**src/rtl/watch_disp_pkg.sv**
```systemverilog
// Shared types and constants for the watch display datapath.
// Optional BLINK_EN build adds per-digit blanking in disp_src_sel.
package watch_disp_pkg;

  localparam int         DEF_DATA_W  = 24;
  localparam logic [3:0] BLANK_DIGIT = 4'hF;

  typedef enum logic {
    HOME   = 1'b0,
    BROWSE = 1'b1
  } disp_state_e;

endpackage

```
**src/rtl/disp_src_sel_if.sv**
```systemverilog
// Bus between the display-source selector and its users (inputs, channel words, selected word).
// With BLINK_EN defined the bus also carries blink_tick and blink_mask.
interface disp_src_sel_if
  import watch_disp_pkg::*;
#(
  parameter int DATA_W = DEF_DATA_W,
  parameter int NUM_CH = 4,
  parameter int CH_W   = $clog2(NUM_CH)
);
  logic                     tick_1hz;
  logic                     step;
  logic                     sel_load;
  logic [CH_W-1:0]          sel_idx;
  logic [NUM_CH*DATA_W-1:0] ch_data;
  logic [DATA_W-1:0]        out_data;
  logic [CH_W-1:0]          cur_ch;
  logic                     timeout;
`ifdef BLINK_EN
  logic                     blink_tick;
  logic [DATA_W/4-1:0]      blink_mask;

  modport master (
    output tick_1hz, step, sel_load, sel_idx, ch_data, blink_tick, blink_mask,
    input  out_data, cur_ch, timeout
  );
  modport slave (
    input  tick_1hz, step, sel_load, sel_idx, ch_data, blink_tick, blink_mask,
    output out_data, cur_ch, timeout
  );
`else
  modport master (
    output tick_1hz, step, sel_load, sel_idx, ch_data,
    input  out_data, cur_ch, timeout
  );
  modport slave (
    input  tick_1hz, step, sel_load, sel_idx, ch_data,
    output out_data, cur_ch, timeout
  );
`endif
endinterface

```
**src/rtl/disp_timeout_cnt.sv**
```systemverilog
// Inactivity counter: counts ticks while enabled, flags expiry on the TIMEOUT-th tick.
// TIMEOUT == 0 removes the counter and o_expire stays low.
module disp_timeout_cnt #(
  parameter int TIMEOUT = 10,
  parameter int CNT_W   = (TIMEOUT > 1) ? $clog2(TIMEOUT) : 1
) (
  input  logic clk,
  input  logic rst,
  input  logic i_clr,
  input  logic i_tick,
  input  logic i_en,
  output logic o_expire
);

  generate
    if (TIMEOUT == 0) begin : g_off
      assign o_expire = 1'b0;
      wire w_unused = &{1'b0, clk, rst, i_clr, i_tick, i_en};
    end else begin : g_on
      localparam logic [CNT_W-1:0] LAST = CNT_W'(TIMEOUT - 1);

      logic [CNT_W-1:0] r_cnt;
      logic             w_hit;

      assign w_hit    = i_tick && i_en && (r_cnt == LAST);
      assign o_expire = w_hit;

      // NOTE: reset is sampled on the clock edge, and all state uses <= so every register sees pre-edge values.
      always_ff @(posedge clk) begin
        if (rst) begin
          r_cnt <= '0;
        end else if (i_clr || !i_en || w_hit) begin
          r_cnt <= '0;
        end else if (i_tick) begin
          r_cnt <= r_cnt + 1'b1;
        end
      end
    end
  endgenerate

endmodule

```
**src/rtl/disp_src_sel.sv**
```systemverilog
// Registered N-channel display-source selector with step/load control and auto-return to channel 0.
// Define BLINK_EN to add the blink phase register and per-digit blanking.
module disp_src_sel
  import watch_disp_pkg::*;
#(
  parameter int DATA_W  = DEF_DATA_W,
  parameter int NUM_CH  = 4,
  parameter int TIMEOUT = 10
) (
  input logic           clk,
  input logic           rst,
  disp_src_sel_if.slave bus
);

  localparam int CH_W = $clog2(NUM_CH);

  logic [CH_W-1:0]   r_cur_ch;
  logic [DATA_W-1:0] r_out_data;
  logic              r_timeout;

  disp_state_e       w_state;
  logic              w_load_valid;
  logic              w_do_step;
  logic              w_do_tick;
  logic              w_expire;
  logic [CH_W-1:0]   w_next_ch;
  logic [DATA_W-1:0] w_sel;
  logic [DATA_W-1:0] w_out_next;

  assign w_state = (r_cur_ch == '0) ? HOME : BROWSE;

  // Any sel_load pulse, valid or not, owns the cycle: step and tick are dropped.
  assign w_load_valid = bus.sel_load && (int'(bus.sel_idx) < NUM_CH);
  assign w_do_step    = bus.step && !bus.sel_load;
  assign w_do_tick    = bus.tick_1hz && !bus.sel_load && !bus.step;
  assign w_next_ch    = (r_cur_ch == CH_W'(NUM_CH - 1)) ? '0 : r_cur_ch + 1'b1;

  disp_timeout_cnt #(.TIMEOUT(TIMEOUT)) u_timeout_cnt (
    .clk      (clk),
    .rst      (rst),
    .i_clr    (w_load_valid || w_do_step),
    .i_tick   (w_do_tick),
    .i_en     (w_state == BROWSE),
    .o_expire (w_expire)
  );

  // NOTE: give every always_comb output a default first so no path leaves it unassigned (no latch).
  always_comb begin
    w_sel = '0;
    for (int k = 0; k < NUM_CH; k++) begin
      if (r_cur_ch == CH_W'(k)) w_sel = bus.ch_data[k*DATA_W +: DATA_W];
    end
  end

`ifdef BLINK_EN
  logic r_phase;

  always_ff @(posedge clk) begin
    if (rst) begin
      r_phase <= 1'b1;
    end else if (w_load_valid || w_do_step) begin
      r_phase <= 1'b1;
    end else if (bus.blink_tick) begin
      r_phase <= ~r_phase;
    end
  end

  // Blanking sits in front of the output register, so it costs no latency.
  always_comb begin
    w_out_next = w_sel;
    if (!r_phase) begin
      for (int d = 0; d < DATA_W/4; d++) begin
        if (bus.blink_mask[d]) w_out_next[d*4 +: 4] = BLANK_DIGIT;
      end
    end
  end
`else
  assign w_out_next = w_sel;
`endif

  always_ff @(posedge clk) begin
    if (rst) begin
      r_cur_ch   <= '0;
      r_out_data <= '0;
      r_timeout  <= 1'b0;
    end else begin
      r_timeout  <= w_expire;
      r_out_data <= w_out_next;
      if (w_load_valid) begin
        r_cur_ch <= bus.sel_idx;
      end else if (w_do_step) begin
        r_cur_ch <= w_next_ch;
      end else if (w_expire) begin
        r_cur_ch <= '0;
      end
    end
  end

  assign bus.cur_ch   = r_cur_ch;
  assign bus.out_data = r_out_data;
  assign bus.timeout  = r_timeout;

endmodule
```
**src/flat_wrapper.sv**
```systemverilog
// flat-port wrapper written by rule: the top's interface ports become plain ports
module disp_src_sel_flat import watch_disp_pkg::*;
#(
  parameter int DATA_W  = DEF_DATA_W,
  parameter int NUM_CH  = 4,
  parameter int TIMEOUT = 10
)
  (clk, rst, bus_tick_1hz, bus_step, bus_sel_load, bus_sel_idx, bus_ch_data, bus_out_data, bus_cur_ch, bus_timeout);
  disp_src_sel_if #(.DATA_W(DATA_W), .NUM_CH(NUM_CH)) bus_i ();
  input logic clk;
  input logic rst;
  input wire logic [$bits(bus_i.tick_1hz)-1:0] bus_tick_1hz;
  input wire logic [$bits(bus_i.step)-1:0] bus_step;
  input wire logic [$bits(bus_i.sel_load)-1:0] bus_sel_load;
  input wire logic [$bits(bus_i.sel_idx)-1:0] bus_sel_idx;
  input wire logic [$bits(bus_i.ch_data)-1:0] bus_ch_data;
  output wire logic [$bits(bus_i.out_data)-1:0] bus_out_data;
  output wire logic [$bits(bus_i.cur_ch)-1:0] bus_cur_ch;
  output wire logic [$bits(bus_i.timeout)-1:0] bus_timeout;
  assign bus_i.tick_1hz = bus_tick_1hz;
  assign bus_i.step = bus_step;
  assign bus_i.sel_load = bus_sel_load;
  assign bus_i.sel_idx = bus_sel_idx;
  assign bus_i.ch_data = bus_ch_data;
  assign bus_out_data = bus_i.out_data;
  assign bus_cur_ch = bus_i.cur_ch;
  assign bus_timeout = bus_i.timeout;
  disp_src_sel #(.DATA_W(DATA_W), .NUM_CH(NUM_CH), .TIMEOUT(TIMEOUT)) u_core (.clk(clk), .rst(rst), .bus(bus_i));
endmodule
```
**config.mk**
```make
export PLATFORM = sky130hd
export DESIGN_NAME = disp_src_sel_flat
export DESIGN_NICKNAME = d
export VERILOG_FILES = /design/src/rtl/watch_disp_pkg.sv /design/src/rtl/disp_src_sel_if.sv /design/src/rtl/disp_timeout_cnt.sv /design/src/rtl/disp_src_sel.sv /design/src/flat_wrapper.sv
export SDC_FILE = /design/constraint.sdc
export NUM_CORES = 1
export LEC_CHECK = 0
export ABC_AREA = 1
export CAP_MARGIN = 40
export CORE_MARGIN = 2
export CORE_UTILIZATION = 32
export CTS_BUF_LIST = sky130_fd_sc_hd__clkbuf_16
export DETAILED_ROUTE_END_ITERATION = 12
export HOLD_SLACK_MARGIN = 0.03
export PLACE_DENSITY = 0.77
export SYNTH_ARGS = -nofsm -noshare
export SYNTH_HDL_FRONTEND = slang
export SYNTH_SLANG_ARGS = --single-unit
```
**constraint.sdc**
```tcl
create_clock -name clk -period 1.3 [get_ports clk]
set_input_delay 0.195 -clock clk [delete_from_list [all_inputs] [get_ports clk]]
set_output_delay 0.195 -clock clk [all_outputs]
set_load 0.01 [all_outputs]
```
==> metrics.csv <==
stage,metric,value,unit
outcome,status,"finished, final reports clean",
grt,grt_max_degree,25,
final_layout,final_cell_count_no_fill,491,
place,placed_cell_area,3330,um^2
logic_synthesis,synth.distinct_cells,22,
logic_synthesis,netlist_area,1890,um^2
cts,worstSkewPairLatency,0.27,ns
cts,htreeDepth,2,
final_layout,drive_above_1_share,0.172,
place,detailedPlacementHpwl,5040,um
cts,cts_buffer_depth,2,
logic_synthesis,synth-simple-area-share,0.239,
logic_synthesis,seq_area_frac_synth,0.329,
logic_synthesis,yosysWarnings,0,
setup_path,required,1.46,ns
logic_synthesis,synth-seq-cells,31,
logic_synthesis,synthXorXnorAreaFrac,0.00464,
die,die_h,80.8,um
die,die_w,80.8,um
grt,grt-ovfl-total,0,
final_layout,diodes,0,
place,placement.io_buffers,129,
final_layout,synthToLayoutAreaGrowth,92.9,%
power_and_ir_drop,total_leakage_power,1.58,nW
grt,grt_pass1_vias,2289,
timing,setup_viol_count_final,0,
grt,grt_antenna_before_repair,0,
routing,drt-pass1-iter-count,4,
cts,cts_tree,yes,
routing,antenna_left,0,
timing,rsz0062_at_grt,true,
timing,max_slew_margin,0.849,
die,initial_core_util,0.337,
final_layout,nets,528,
die,core-area,5610,um^2
hold_path,hold_path_class,in -> reg,
cts,cts_root_buf,clkbuf_16,
final_layout,final_util,0.649,
cts,path_clk_slew,0.05,ns
routing,drt_wl_total,7080,um
place,dp_cells,478,
routing,via_per_inst,4.87,
setup_path,cp-start-kind,flip-flop,
logic_synthesis,synth-adder-area-share,0.0464,
routing,drt-wirelength-per-cell,14.4,um
grt,grtUsageTotal,0.211,
routing,drt_iter0_drc,109,
grt,grt_pass1_wl,10600,um
cts,cts_buffers,5,
setup_path,crit_path_end_kind,flip-flop,
power_and_ir_drop,finalPower,3.25,mW
timing,max_freq,789,MHz
setup_path,criticalPathCategory,reg -> reg,
timing,fin_crit,1.27,ns
setup_path,critPathMaxFanout,10,
die,dieArea,6530,um^2
logic_synthesis,synth_top_family_by_area,compound AO/OA/AOI/OAI gates,
place,dp_slack,-0.153,ns
power_and_ir_drop,p_per_area,892,nW/um^2
final_layout,mostFrequentLayoutCell,clkdlybuf4s50_1,
setup_path,arrival,1.42,ns
cts,cts.sinks,31,
run,cap_violations,0,
timing,worst_slew_pin_slew,0.226,ns
timing,finalWorstSetupSlack,0.0325,ns
final_layout,fin_area,3640,um^2
die,io-pin-count,130,
logic_synthesis,syn_area_per_cell,6.79,um^2
timing,final-max-slew-violation-count,0,
power_and_ir_drop,peakVddDrop,665,uV
logic_synthesis,syn_nets,388,
timing,skew,0.00288,ns
logic_synthesis,synth.area.mux_share,0,
routing,drcViolationCount,0,
cts,holdBufCountCts,0,
timing,fin_crit_sh,0.975,
timing,finalHoldViolCount,0,
place,gp_congestion,0.834,
die,rows,27,
final_layout,final_cell_mix,"clkdlybuf4s50_1 (102), nand2_1 (85), o21ai_1 (42)",
logic_synthesis,synth_compound_gate_area_share,0.289,
routing,vias,2392,
logic_synthesis,syn_inst,278,
-- cell families (layout without fill, tap and decap cells) --
kind of cell,count (synthesis),count (layout)
xor+xnor,1,1
flops,31,31
buf+inv,31,172
simple gates,108,108
compound gates,100,100
fa+ha+maj,7,7
-- registers in the layout, indices dropped and copies added (netlist names) --
register                         count
u_core.bus.cur_ch                    2
u_core.bus.out_data                 24
u_core.bus.timeout                   1
u_core.u_timeout_cnt.g_on.r_cnt      4
-- synth_stat cells --
library cell / instances / area share
inv_1: 8 / 0.016
inv_2: 4 / 0.0079
nand3_1: 5 / 0.013
clkbuf_1: 1 / 0.0020
dfxtp_1: 31 / 0.33
ha_1: 7 / 0.046
o21ai_1: 45 / 0.12
buf_4: 4 / 0.016
nand2_1: 85 / 0.17
buf_6: 4 / 0.024
nand2_2: 2 / 0.0066
nand4_2: 1 / 0.0066
nor2_4: 1 / 0.0060
a21oi_2: 12 / 0.056
nor3_2: 1 / 0.0053
a21oi_1: 38 / 0.10
nand2_4: 1 / 0.0060
nor2_2: 2 / 0.0066
xor2_1: 1 / 0.0046
nor2_1: 10 / 0.020
buf_2: 10 / 0.027
o21ai_0: 5 / 0.013
-- power breakdown --
group / switching, mW / internal [mW] / total [mW]
Clock: 0.373 / 0.686 / 1.06
Sequential: 0.0272 / 1.04 / 1.06
Combinational: 0.482 / 0.644 / 1.13
Total: 0.882 / 2.37 / 3.25
-- per-layer routing --
metal / vias up / global-route usage / share of wire
met3: 11 / 0.0378 / 0.066
met2: 99 / 0.383 / 0.51
met5: - / 0 / 0
met1: 1082 / 0.245 / 0.41
li1: 1200 / - / -
met4: 0 / 0.0763 / 0.016
-- layout make-up --
| cell class | count | area (um^2) |
|---|---|---|
| Multi-Input combinational cell | 216 | 1180 |
| Clock buffer | 5 | 125 |
| Timing Repair Buffer | 152 | 1550 |
| Tap cell | 72 | 90.1 |
| Clock inverter | 3 | 11.3 |
| Sequential cell | 31 | 628 |
| Fill cell | 499 | 1970 |
| Inverter | 12 | 57.6 |
-- timing repair --
item | in CTS | in global routing
pin swaps | 2 | 4
cloned | 2 | 1
resized for setup | 34 | 24
setup buffers | 0 | 2
setup endpoints to repair | 48 | 28
-- worst max-delay path: stages, from the launching register on --
cell,delay [ns]
dfxtp_4,0.39
ha_1,0.26
inv_4,0.09
buf_4,0.19
o21ai_1,0.17
a21oi_2,0.05
-- metrics by stage --
step,hold slack (ns),TNS (ns)
2_1_floorplan,0.267,0
3_3_place_gp,0.531,-0.553
3_5_place_dp,0.559,-1.32
4_1_cts,0.506,0
5_1_grt,0.521,-0.194
6_report,0.505,0
-- worst paths after layout --
path | start | end | slack, ns | cells past startpoint
setup / recovery | u_core.bus.cur_ch[0] | u_core.bus.out_data[11] | 0.03 | 5
hold / removal | rst | u_core.bus.timeout | 0.50 | 2
setup reg to reg | u_core.bus.cur_ch[0] | u_core.bus.out_data[11] | 0.03 | 5
hold reg to reg | u_core.u_timeout_cnt.g_on.r_cnt[3] | u_core.u_timeout_cnt.g_on.r_cnt[3] | 0.59 | 4
No activity file was read; power rests on OpenSTA's default activity.
